File: src/rtl/xbar_slave_resp_router_pkg.sv
// Shared crossbar definitions: master count, master-index type and the
// one-hot decoder used by both the grant path and the response path.
package xbar_slave_resp_router_pkg;

  // Number of masters on the cluster crossbar and the width of their index.
  localparam int XBAR_NUM_INPUT = 3;
  localparam int XBAR_SEL_WIDTH = (XBAR_NUM_INPUT > 1) ? $clog2(XBAR_NUM_INPUT) : 1;

  typedef logic [XBAR_SEL_WIDTH-1:0] mst_idx_t;
  typedef logic [XBAR_NUM_INPUT-1:0] mst_vec_t;

  // Decode a master index into a one-hot vector qualified by en. An index
  // outside the master range decodes to all zeros, so a stray select can
  // never raise a grant or a response valid.
  function automatic mst_vec_t to_onehot(mst_idx_t idx, logic en);
    mst_vec_t oh;
    oh = '0;
    for (int i = 0; i < XBAR_NUM_INPUT; i++) begin
      if (en && (int'(idx) == i)) oh[i] = 1'b1;
    end
    return oh;
  endfunction

endpackage

File: src/rtl/xbar_id_fifo.sv
// In-order ID FIFO. Remembers which master owns each granted, unanswered
// slave transaction. Occupancy lives in its own counter; full and empty are
// derived from that counter, never from pointer equality.
module xbar_id_fifo #(
  parameter  int WIDTH = 2,
  parameter  int DEPTH = 4,
  localparam int PTR_W = (DEPTH > 1) ? $clog2(DEPTH) : 1,
  localparam int CNT_W = $clog2(DEPTH + 1)
) (
  input  logic             clk,
  input  logic             rst_n,
  input  logic             push,
  input  logic             pop,
  input  logic [WIDTH-1:0] wdata,
  output logic [WIDTH-1:0] head,
  output logic             full,
  output logic             empty,
  output logic [CNT_W-1:0] count
);

  logic [WIDTH-1:0] mem [DEPTH];
  logic [PTR_W-1:0] wr_ptr;
  logic [PTR_W-1:0] rd_ptr;
  logic [CNT_W-1:0] cnt;
  logic             do_push;
  logic             do_pop;

  assign full    = (cnt == CNT_W'(DEPTH));
  assign empty   = (cnt == '0);
  assign do_push = push & ~full;
  assign do_pop  = pop & ~empty;
  assign head    = mem[rd_ptr];
  assign count   = cnt;

  // Storage write for each accepted push.
  // NOTE: the storage array is deliberately not reset; an entry is only ever
  // read after it has been written, so resetting it would buy nothing.
  always_ff @(posedge clk) begin
    if (do_push) mem[wr_ptr] <= wdata;
  end

  // Pointer and occupancy bookkeeping; DEPTH is a power of two, so the
  // pointers wrap by natural overflow.
  // NOTE: sequential state uses non-blocking assignments only, so every
  // register here samples the pre-edge values of its neighbours.
  always_ff @(posedge clk or negedge rst_n) begin
    if (!rst_n) begin
      wr_ptr <= '0;
      rd_ptr <= '0;
      cnt    <= '0;
    end else begin
      if (do_push) wr_ptr <= wr_ptr + PTR_W'(1);
      if (do_pop)  rd_ptr <= rd_ptr + PTR_W'(1);
      case ({do_push, do_pop})
        2'b10:   cnt <= cnt + CNT_W'(1);
        2'b01:   cnt <= cnt - CNT_W'(1);
        default: cnt <= cnt;
      endcase
    end
  end

  a_cnt_bound: assert property (@(posedge clk) disable iff (!rst_n)
    cnt <= CNT_W'(DEPTH));

endmodule

File: src/rtl/xbar_slave_resp_router.sv
// Per-slave return path of the cluster crossbar. Forwards the selected
// master's request to the slave, steers the grant back to that master,
// records its index in an in-order ID FIFO and routes every slave response
// to the master at the FIFO head with zero added latency.
module xbar_slave_resp_router
  import xbar_slave_resp_router_pkg::*;
#(
  // NUM_INPUT must match the crossbar-wide master count in the package,
  // since the shared one-hot decoder is sized from it.
  parameter int NUM_INPUT       = XBAR_NUM_INPUT,
  parameter int SEL_WIDTH       = $clog2(NUM_INPUT),
  parameter int DATA_WIDTH      = 32,
  parameter int MAX_OUTSTANDING = 4,
  parameter int CNT_WIDTH       = $clog2(MAX_OUTSTANDING + 1)
) (
  input  logic                  clk,
  input  logic                  rst_n,
  input  logic [SEL_WIDTH-1:0]  sel_i,
  input  logic                  en_i,
  output logic                  slv_req_o,
  input  logic                  slv_gnt_i,
  output logic [NUM_INPUT-1:0]  mst_gnt_o,
  input  logic                  slv_r_valid_i,
  input  logic [DATA_WIDTH-1:0] slv_r_rdata_i,
  output logic [NUM_INPUT-1:0]  mst_r_valid_o,
  output logic [DATA_WIDTH-1:0] mst_r_rdata_o,
  output logic [CNT_WIDTH-1:0]  outstanding_o,
  output logic                  err_o
);

  logic     sel_valid;
  logic     push;
  logic     resp_ok;
  logic     fifo_full;
  logic     fifo_empty;
  mst_idx_t head;

  // A full FIFO blocks the request outright, even when a response pops an
  // entry in the same cycle; this keeps slv_r_valid_i off the request path.
  assign sel_valid = (int'(sel_i) < NUM_INPUT);
  assign slv_req_o = en_i & ~fifo_full & sel_valid;
  assign push      = slv_req_o & slv_gnt_i;
  assign mst_gnt_o = to_onehot(sel_i, push);

  // Responses return in order, so the FIFO head always names their owner.
  // A response at count 0 is a protocol error; a same-cycle new ID is never
  // bypassed to it.
  assign resp_ok       = slv_r_valid_i & ~fifo_empty;
  assign mst_r_valid_o = to_onehot(head, resp_ok);
  assign mst_r_rdata_o = slv_r_rdata_i;

  xbar_id_fifo #(
    .WIDTH (SEL_WIDTH),
    .DEPTH (MAX_OUTSTANDING)
  ) u_id_fifo (
    .clk   (clk),
    .rst_n (rst_n),
    .push  (push),
    .pop   (slv_r_valid_i),
    .wdata (sel_i),
    .head  (head),
    .full  (fifo_full),
    .empty (fifo_empty),
    .count (outstanding_o)
  );

  // Sticky error flag: set by a response with no transaction outstanding,
  // cleared only by reset.
  always_ff @(posedge clk or negedge rst_n) begin
    if (!rst_n) begin
      err_o <= 1'b0;
    end else if (slv_r_valid_i && fifo_empty) begin
      err_o <= 1'b1;
    end
  end

  a_gnt_onehot: assert property (@(posedge clk) disable iff (!rst_n)
    $onehot0(mst_gnt_o));

  a_rvalid_onehot: assert property (@(posedge clk) disable iff (!rst_n)
    $onehot0(mst_r_valid_o));

endmodule

File: config.mk
export PLATFORM = sky130hd
export DESIGN_NAME = xbar_slave_resp_router
export DESIGN_NICKNAME = d
export VERILOG_FILES = /design/src/rtl/xbar_slave_resp_router_pkg.sv /design/src/rtl/xbar_id_fifo.sv /design/src/rtl/xbar_slave_resp_router.sv
export SDC_FILE = /design/constraint.sdc
export NUM_CORES = 1
export LEC_CHECK = 0
export CAP_MARGIN = 40
export CORE_UTILIZATION = 61
export CTS_CLUSTER_SIZE = 10
export DETAILED_ROUTE_END_ITERATION = 16
export DONT_BUFFER_PORTS = 1
export PLACE_DENSITY = 0.77
export RECOVER_POWER = 50
export SYNTH_ARGS = -nofsm -noshare
export SYNTH_HDL_FRONTEND = slang
export SYNTH_SLANG_ARGS = --single-unit
File: constraint.sdc
create_clock -name clk -period 2.1 [get_ports clk]
set_input_delay 0.21 -clock clk [delete_from_list [all_inputs] [get_ports clk]]
set_output_delay 0.21 -clock clk [all_outputs]
set_load 0.03 [all_outputs]
### Yosys cells after proc, flatten, opt, wreduce, memory -nomap -nowiden

Memories as Yosys holds them, arrays and structs flattened.
Cells that the tools add are included.

* flip-flop bits (word level): 8
* RAM bits: 8
* memories: 1

* $add $sub $neg: 4
* order comparisons: 1
* eq/ne operators: 7
* muxes and demuxes: 9
* bitwise operators: 7
* reductions and logical operators: 11

Memories
* u_id_fifo.mem: depth 4, bits a word 2, rd ports 1, clocked after Yosys merged registers in 0, wr ports 1, line xbar_id_fifo.sv:21 `logic [WIDTH-1:0] mem [DEPTH];`

Operator list (number)
* $eq A2 B2 Y1 const B: 5
* $mux W1: 8
* $logic_and A1 B1 Y1: 7
* $pmux W3 S2: 1
* $and A1 B1 Y1: 5
* $add A2 B1 Y2 const B: 2
* $logic_not A2 Y1: 2
* $add A3 B1 Y3 const B: 1
* $eq A3 B3 Y1 const B: 1
* $logic_not A3 Y1: 1
* $sub A3 B1 Y3 const B: 1
* $eq A2 B1 Y1 const B: 1
* $lt A2 B2 Y1 const B: 1
* $not A1 Y1: 2
* $reduce_bool A2 Y1: 1

### Depth between registers and ports, before layout

Gate-level depths: netlist of the first run.

* word-level depth: 8
* gate-level depth with buffers: 9
* gate-level depth less buffers: 9

### Cells and area by module

Synthesis of the first run repeated with hierarchy kept, for this count alone.

* cell total of the unflattened synthesis: 91
* area total of the unflattened synthesis: 1098.6 µm²

By module, submodules not included
* xbar_id_fifo: times used 1, cells an instance 47, area an instance 725.7 µm², seq. area each 415.4 µm²
* xbar_slave_resp_router: times used 1, cells an instance 44, area an instance 372.9 µm², seq. area each 25.0 µm²

### Least setup slack after synthesis of the first run

OpenSTA, ideal clock, no wires.

* path type: flip-flop to flip-flop
* from: register u_id_fifo.cnt[2], in the netlist u_id_fifo.count[2]
* to: register u_id_fifo.cnt[2], in the netlist u_id_fifo.count[2]
* arrival time: 2081 ps
* data required time: 2020 ps
* setup slack: -62 ps
* cell stages (with the launch flop): 9
* buffers on the path: 0
* clock period less this slack: 2162 ps
* path through: dfrtp_1 -> or3b_4 -> nand4_4 -> ha_1 -> inv_1 -> fa_1 -> xor2_1 -> nor2_1 -> xor2_1

* longest elaborated chain between the ends: 8
* elaborated cells between the ends (all ways): 15
* those cells by class: add/sub (2); eq/ne (3); mux (1); bitwise (7); reduce/logical (2)

Ends and longest elaborated chain
* start: declaration: line xbar_id_fifo.sv:24 `logic [CNT_W-1:0] cnt;`
* start signal: assignment: line xbar_id_fifo.sv:55 `2'b10: cnt <= cnt + CNT_W'(1);`
* start signal: assignment: line xbar_id_fifo.sv:56 `2'b01: cnt <= cnt - CNT_W'(1);`
* start signal: assignment: line xbar_id_fifo.sv:57 `default: cnt <= cnt;`
* $eq A3 B3 Y1: line xbar_id_fifo.sv:28 `assign full = (cnt == CNT_W'(DEPTH));`
* $not A1 Y1: line xbar_id_fifo.sv:30, xbar_slave_resp_router.sv:41
* $and A1 B1 Y1 (2 in a row): line xbar_slave_resp_router.sv:41 `assign slv_req_o = en_i & ~fifo_full & sel_valid;`
* $and A1 B1 Y1: line xbar_slave_resp_router.sv:42 `assign push = slv_req_o & slv_gnt_i;`
* $and A1 B1 Y1: line xbar_id_fifo.sv:30 `assign do_push = push & ~full;`
* $eq A2 B1 Y1 or $eq A2 B2 Y1 (tied branches): line xbar_id_fifo.sv:54 `case ({do_push, do_pop})`
* $pmux W3 S2 or $reduce_bool A2 Y1 (tied branches)

Several ways; a longest one is shown, not always the timed one.
A chain may end at the register's enable or synchronous reset.

### Final worst setup path of the first run

* from: register u_id_fifo.cnt[1], in the netlist u_id_fifo.count[1]
* to: register u_id_fifo.cnt[2], in the netlist u_id_fifo.count[2]

Same word-level chain as after synthesis.

==> results.tsv, run 1 <==
stage	metric	value	unit
logic_synthesis	yosys_warnings	0	
worst_setup_path	crit_type	flop to flop	
worst_setup_path	crit_chain	or3b_4, nand4_4, ha_4, inv_1, fa_1, xor2_1, nor2_1, xor2_1	
routing	finalWirelength	1640	um
worst_setup_path	max_stage_delay	0.42	ns
hold_path	hold_depth	0	
die	die_h	43.6	um
power_and_ir_drop	ir_worst_vdd	833	uV
grt	first_global_vias	553	
grt	grt_overflow	0	
timing	tightestPinTransition	0.356	ns
power_and_ir_drop	power_density	1360	nW/um^2
logic_synthesis	seq_area_frac_synth	0.418	
worst_setup_path	r2r_setup_slack	0.09	ns
final_layout	nNetsFinal	120	
final_layout	drive_gt1_frac	0.378	
clock_tree	cts_sinks	16	
clock_tree	clk_latency	0.28	ns
routing	initialDrtViolationCount	20	
timing	setup_viol	0	
die	io_pins	82	
logic_synthesis	ys_types	23	
routing	route.detailed.drc	16	
logic_synthesis	synth_area_leader_cell	buf_4	
grt	grt_pass1_wl	2530	um
clock_tree	numCtsBuffers	3	
worst_setup_path	cp_max_fo	3	
timing	period_share	0.957	
worst_setup_path	r2r-end	u_id_fifo.count[2]$_DFFE_PN0P_	
grt	gr-max-usage-layer	met2	
clock_tree	cts-htree-levels	1	
hold_path	min_to	u_id_fifo.mem[3][0]$_DFFE_PP_	
die	start_util	0.677	
final_layout	syn_to_final_growth	-7.12	%
final_layout	fin_cells	90	
timing	hold_viol_final	0	
power_and_ir_drop	power	1330	uW
logic_synthesis	yosys.area.top_type_share	0.228	
grt	globalRouteMet3Util	0.0708	
logic_synthesis	synthCells	89	
routing	ant_nets	0	
status	status	finished, violations left	
worst_setup_path	required	2.29	ns
logic_synthesis	synth_area	1050	um^2
worst_setup_path	worstSetupEndpointType	flop	
final_layout	final_util	0.628	
die	core	1560	um^2
worst_setup_path	cp_slowest_cell	dfrtp_2	
timing	fin_skew	0.00697	ns
logic_synthesis	ys_ff_latch	16	
timing	hold_ws	0.0187	ns
run	cap_violations	0	
routing	routed_via_density	5.86	
status	violations	DRC	
grt	grt_start_max_net_pins	10	
hold_path	hold_path_class	input pin to flop	
power_and_ir_drop	power.leakage	0.000426	uW
logic_synthesis	syn-num-nets	134	
worst_setup_path	worstPathArrival	2.20	ns
logic_synthesis	synth_commonest_cells	buf_4 (32), dfrtp_1 (8), edfxtp_1 (8)	
clock_tree	clk_pin_slew	0.09	ns
die	die_w	43.6	um
worst_setup_path	critPathLaunchType	flop	
placement	dp_hpwl	1320	um
timing	finalWorstPathRequiredPeriod	2.01	ns
die	row_count	14	
routing	via_count	527	
clock_tree	ctsLongestPathBuffers	2	
grt	grtUsageTotal	0.187	
logic_synthesis	synthFlopType	edfxtp_1	
grt	use_met1	0.194	
timing	fmax	498	MHz
hold_path	min_from	sel_i[0]	
logic_synthesis	ys_top_cells_by_area	buf_4 (23%), edfxtp_1 (23%), dfrtp_1 (19%)	
routing	drt_first_pass_iters	10	
worst_setup_path	worstReg2RegStart	u_id_fifo.count[1]$_DFFE_PN0P_	
placement	dp_cells	83	
clock_tree	tritoncts	done	
clock_tree	cts-root-buf	clkbuf_4	
placement	portBuffers	0	
worst_setup_path	crit_path_start	u_id_fifo.count[1]$_DFFE_PN0P_	
placement	gp_congestion	0.672	
logic_synthesis	syn_avg_cell_area	11.9	um^2
timing	drv_slew	0	
timing	slew_headroom	0.762	
final_layout	n_antenna_cell	0	
worst_setup_path	crit_path_frequent_cell	xor2_1	
logic_synthesis	synthMostInstantiatedCell	buf_4	
grt	gr-usage-met2	0.299	
logic_synthesis	synth_edf_count	8	
die	dieArea	1900	um^2
grt	antenna_found_initial	0	
worst_setup_path	ff2ff_path_depth	8	
routing	routedWlPerCell	18.3	um
logic_synthesis	async_reset_ff_frac	0.500	
[cells in the final DEF (no fill, tap or decap), drive strengths merged, types with 2 or more instances in the layout]
| master | instances |
|---|---|
| buf | 12 |
| edfxtp | 8 |
| dfrtp | 8 |
| inv | 6 |
| and3 | 5 |
| ha | 5 |
| nor3b | 4 |
| clkbuf | 4 |
| nor3 | 3 |
| xnor2 | 3 |
| xor2 | 3 |
| mux4 | 2 |
| nand2 | 2 |
[logic make-up (layout without fill, tap and decap cells)]
family,Yosys count,after routing,synth area share
xor gates and xnor gates,6,6,0.0498
DFF,16,16,0.418
AOI/OAI and AO/OA,1,1,0.00712
and+or+nand+nor,18,18,0.132
adders and majority gates,6,6,0.0783
muxes,4,4,0.0664
buffers and inverters,38,23,0.249
[worst max-delay path: cells and delay by family (launching register included)]
| family | cells | cell delay (ns) |
|---|---|---|
| xor+xnor | 2 | 0.32 |
| fa+ha+maj | 2 | 0.51 |
| buf+inv | 1 | 0.04 |
| flops | 1 | 0.42 |
| simple gates | 3 | 0.62 |
[routing by layer]
metal	part of all wire	vias to the layer above
met3	0.13	6
met2	0.52	41
met4	0.021	0
li1	-	234
met1	0.33	246
met5	0	-
[stage by stage]
step                setup WS, ns  setup TNS (ns)  cell area [um^2]
floorplan                0.00331               0              1060
global placement           0.108               0               913
detailed placement        0.0338               0               913
CTS                      0.00103               0               967
global route           -0.000233       -0.000233               980
finish                    0.0900               0               980
[repair_timing]
| action | CTS | global route |
|---|---|---|
| buffers inserted | 2 | 0 |
| endpoints found under the setup margin | 1 | 2 |
| pin swaps | 1 | 3 |
| gates resized for setup | 1 | 2 |
| hold endpoints to repair | 8 | 0 |
| hold buffers | 1 | 0 |
[worst max-delay path by stage]
stage / to
floorplan: u_id_fifo.count[2]$_DFFE_PN0P_
global placement: u_id_fifo.count[2]$_DFFE_PN0P_
detailed placement: u_id_fifo.count[2]$_DFFE_PN0P_
CTS: u_id_fifo.count[2]$_DFFE_PN0P_
global route: u_id_fifo.count[2]$_DFFE_PN0P_
finish: u_id_fifo.count[2]$_DFFE_PN0P_
[flip-flops by register name, summed over array words and instances, names as in the netlist]
signal / count
u_id_fifo.mem: 8
u_id_fifo.rd_ptr: 2
u_id_fifo.count: 3
err_o: 1
u_id_fifo.wr_ptr: 2
[layout make-up]
class,instances,area (um^2)
Timing Repair Buffer,13,100
Fill cell,116,579
Tap cell,16,20.0
Inverter,6,22.5
Clock buffer,4,26.3
Multi-Input combinational cell,35,367
Sequential cell,16,444
[power breakdown]
group	leakage, uW	switching, uW	internal, uW
clock network	0.0000150	88.4	73.7
logic	0.000250	325	304
registers	0.000161	106	431
Note: power is estimated with default switching activity, not from simulation.
==> inputs of run 2 (changes only) <==
ABC_AREA = 1   (was default)
==> results.tsv, run 2 <==
stage	metric	value	unit	change
logic_synthesis	synth_compound_area_frac	0.0171		was 0.00712
routing	initialDrtViolationCount	20		unchanged
routing	route.detailed.drc	0		was 16
logic_synthesis	synth_commonest_cells	buf_4 (32), nand2_1 (23), inv_1 (17)		was buf_4 (32), dfrtp_1 (8), edfxtp_1 (8)
timing	fmax	541	MHz	was 498 MHz
routing	routed_via_density	5.01		was 5.86
worst_setup_path	critPathLaunchType	flop		unchanged
routing	ant_nets	0		unchanged
logic_synthesis	yosys.area.top_type_share	0.218		was 0.228
logic_synthesis	synth_top_family_by_area	buffers and inverters		unchanged
final_layout	drive_gt1_frac	0.200		was 0.378
logic_synthesis	synth_area_leader_cell	buf_4		unchanged
routing	drt_first_pass_iters	4		was 10
placement	portBuffers	0		unchanged
worst_setup_path	required	2.28	ns	was 2.29 ns
worst_setup_path	cp_slowest_cell	dfrtp_1		was dfrtp_2
timing	finalWorstPathRequiredPeriod	1.85	ns	was 2.01 ns
die	die_w	44.5	um	was 43.6 um
clock_tree	numCtsBuffers	3		unchanged
timing	setup_viol	0		unchanged
final_layout	multi_input_area	352	um^2	was 367 um^2
final_layout	final_cell_mix	nand2_1 (23), inv_1 (17), nor2_1 (11)		was buf_4 (12), edfxtp_1 (8), inv_1 (5), dfrtp_1 (5)
die	die_h	44.5	um	was 43.6 um
final_layout	layout_commonest_cell	nand2_1		was buf_4
die	dieArea	1980	um^2	was 1900 um^2
routing	routedWlPerCell	11.9	um	was 18.3 um
worst_setup_path	worstSetupEndpointType	flop		unchanged
final_layout	largest_reg_flops	8		unchanged
logic_synthesis	syn-num-nets	172		was 134
logic_synthesis	synthCells	127		was 89
logic_synthesis	ys_types	20		was 23
grt	first_global_vias	590		was 553
logic_synthesis	ys_ff_latch	16		unchanged
clock_tree	clk_pin_slew	0.09	ns	about the same
worst_setup_path	worstPathArrival	2.02	ns	was 2.20 ns
power_and_ir_drop	ir_worst_vdd	1040	uV	was 833 uV
logic_synthesis	synth_edf_count	8		unchanged
logic_synthesis	syn_avg_cell_area	8.66	um^2	was 11.9 um^2
hold_path	hold_path_class	input pin to flop		unchanged
timing	drv_slew	0		unchanged
timing	period_share	0.881		was 0.957
clock_tree	ctsHoldBuffers	1		unchanged
hold_path	hold_depth	0		unchanged
routing	finalWirelength	1600	um	was 1640 um
final_layout	regArea	440	um^2	was 444 um^2
final_layout	largest-register	u_id_fifo.mem		unchanged
die	io_pins	82		unchanged
logic_synthesis	yosys_warnings	0		unchanged
timing	slew_headroom	0.633		was 0.762
logic_synthesis	synth_xor_area_frac	0.0319		was 0.0498
logic_synthesis	ys_top_cells_by_area	buf_4 (22%), edfxtp_1 (22%), dfrtp_1 (18%)		was buf_4 (23%), edfxtp_1 (23%), dfrtp_1 (19%)
final_layout	syn_to_final_growth	-8.99	%	was -7.12%
timing	tightestPinTransition	0.549	ns	was 0.356 ns
logic_synthesis	async_reset_ff_frac	0.500		unchanged
logic_synthesis	seq_area_frac_synth	0.400		was 0.418
clock_tree	ctsLongestPathBuffers	2		unchanged
worst_setup_path	cp_max_fo	4		was 3
placement	dp_hpwl	1220	um	was 1320 um
die	core	1590	um^2	was 1560 um^2
logic_synthesis	synthMostInstantiatedCell	buf_4		unchanged
timing	setup-tns-final	0	ns	unchanged
timing	fin_skew	0.00156	ns	was 0.00697 ns
final_layout	fin_cells	134		was 90
final_layout	n_antenna_cell	0		unchanged
routing	via_count	671		was 527
timing	hold_viol_final	0		unchanged
clock_tree	tritoncts	done		unchanged
logic_synthesis	synthMuxAreaShare	0		was 0.0664
placement	gp_congestion	0.753		was 0.672
die	row_count	14		unchanged
timing	rsz0062_at_grt	false		
clock_tree	cts_sinks	16		unchanged
logic_synthesis	synth_area	1100	um^2	was 1050 um^2
logic_synthesis	synthFlopType	edfxtp_1		unchanged
clock_tree	clk_latency	0.28	ns	about the same
worst_setup_path	max_stage_delay	0.40	ns	was 0.42 ns
grt	grtUsageTotal	0.173		was 0.187
grt	grt_overflow	0		unchanged
status	status	completed		was finished, violations left
worst_setup_path	ff2ff_path_depth	9		was 8
power_and_ir_drop	power_density	1330	nW/um^2	was 1360 nW/um^2
placement	dp_cells	129		was 83
worst_setup_path	crit_chain	nor2_2, nand2_2, nand3_2, ha_1, inv_1, fa_1, nand2_1, nand3b_1, xor2_1		was or3b_4, nand4_4, ha_4, inv_1, fa_1, xor2_1, nor2_1, xor2_1
logic_synthesis	yosys.area_share.adder	0.0751		was 0.0783
worst_setup_path	crit_type	flop to flop		unchanged
power_and_ir_drop	power.leakage	0.000488	uW	was 0.000426 uW
grt	grt_pass1_wl	2430	um	was 2530 um
die	start_util	0.690		was 0.677
logic_synthesis	synthSimpleGateAreaFrac	0.196		was 0.132
grt	grt_start_max_net_pins	10		unchanged
clock_tree	ctsResizeCount	0		was 1
clock_tree	cts-root-buf	clkbuf_4		unchanged
grt	antenna_found_initial	0		unchanged
final_layout	fillers	128		was 116
final_layout	nNetsFinal	156		was 120
clock_tree	postCtsSetupBuffers	0		was 2
clock_tree	cts-htree-levels	1		unchanged
run	cap_violations	0		unchanged
## run 2: cell types whose count changed in the layout (fill, tap and decap cells not counted), sizes merged, moves of 3 or more
cell,before,now
nand2,2,26
nor2,1,13
nor3,3,0
nand3,0,5
inv,6,18
nor3b,4,0
and3,5,0
## run 2: metal layers
layer	up-vias	global-route usage	wire (um)
met5	-	0	0
met4	0	0.127	36
met3	11	0.0286	129
met2	43	0.294	820
met1	292	0.194	612
li1	325	-	-
## run 2: path summary, 6_finish.rpt
check	start	to	slack, ns
setup reg to reg	u_id_fifo.count[1]$_DFFE_PN0P_	u_id_fifo.count[2]$_DFFE_PN0P_	0.25
hold reg to reg	u_id_fifo.wr_ptr[1]$_DFFE_PN0P_	u_id_fifo.wr_ptr[1]$_DFFE_PN0P_	0.54
min in group asynchronous	rst_n	u_id_fifo.count[1]$_DFFE_PN0P_	0.27
hold / removal	sel_i[1]	u_id_fifo.mem[2][1]$_DFFE_PP_	0.02
setup / recovery	u_id_fifo.count[1]$_DFFE_PN0P_	u_id_fifo.count[2]$_DFFE_PN0P_	0.25
max in group asynchronous	rst_n	u_id_fifo.wr_ptr[1]$_DFFE_PN0P_	1.56
## run 2: cell families after synthesis
kind of cell,after synthesis
AOI/OAI and AO/OA,3
and+or+nand+nor,48
DFF,16
xor gates and xnor gates,4
buffers and inverters,50
adders and majority gates,6
## run 2: cell type report
| class | count | area share |
|---|---|---|
| clock buffers | 4 | 0.0263 |
| inverters | 18 | 0.0675 |
| multi-input cells | 61 | 0.351 |
| flip-flops and latches | 16 | 0.440 |
| well taps | 24 | 0.0300 |
| repair buffers | 11 | 0.0850 |
## run 2: worst max-delay path: cells and delay by family (launching register included)
| kind | cells | cell delay, ns |
|---|---|---|
| adder cells (fa/ha/maj) | 2 | 0.55 |
| AND/OR/NAND/NOR | 5 | 0.58 |
| XOR/XNOR | 1 | 0.15 |
| flip-flops | 1 | 0.40 |
| buffers and inverters | 1 | 0.07 |
## run 2: through the flow
stage	setup slack (ns)	util	instance area (um^2)	total power, uW	hold WS (ns)
global route	0.109	0.628	1000	1440	0.0107
finish	0.251	0.628	1000	1330	0.0168
CTS	0.256	0.628	1000	1340	0.0190
global placement	0.340	0.605	965	1150	-0.0854
detailed placement	0.301	0.605	965	1160	-0.0855
floorplan	0.145	-	1100	1100	-0.0856
## run 2: report_power, final
part | switching (uW) | leakage, uW | internal, uW
Clock | 90.7 | 0.0000150 | 73.8
Sequential | 90.4 | 0.000165 | 416
Combinational | 417 | 0.000308 | 246
Total | 598 | 0.000488 | 736
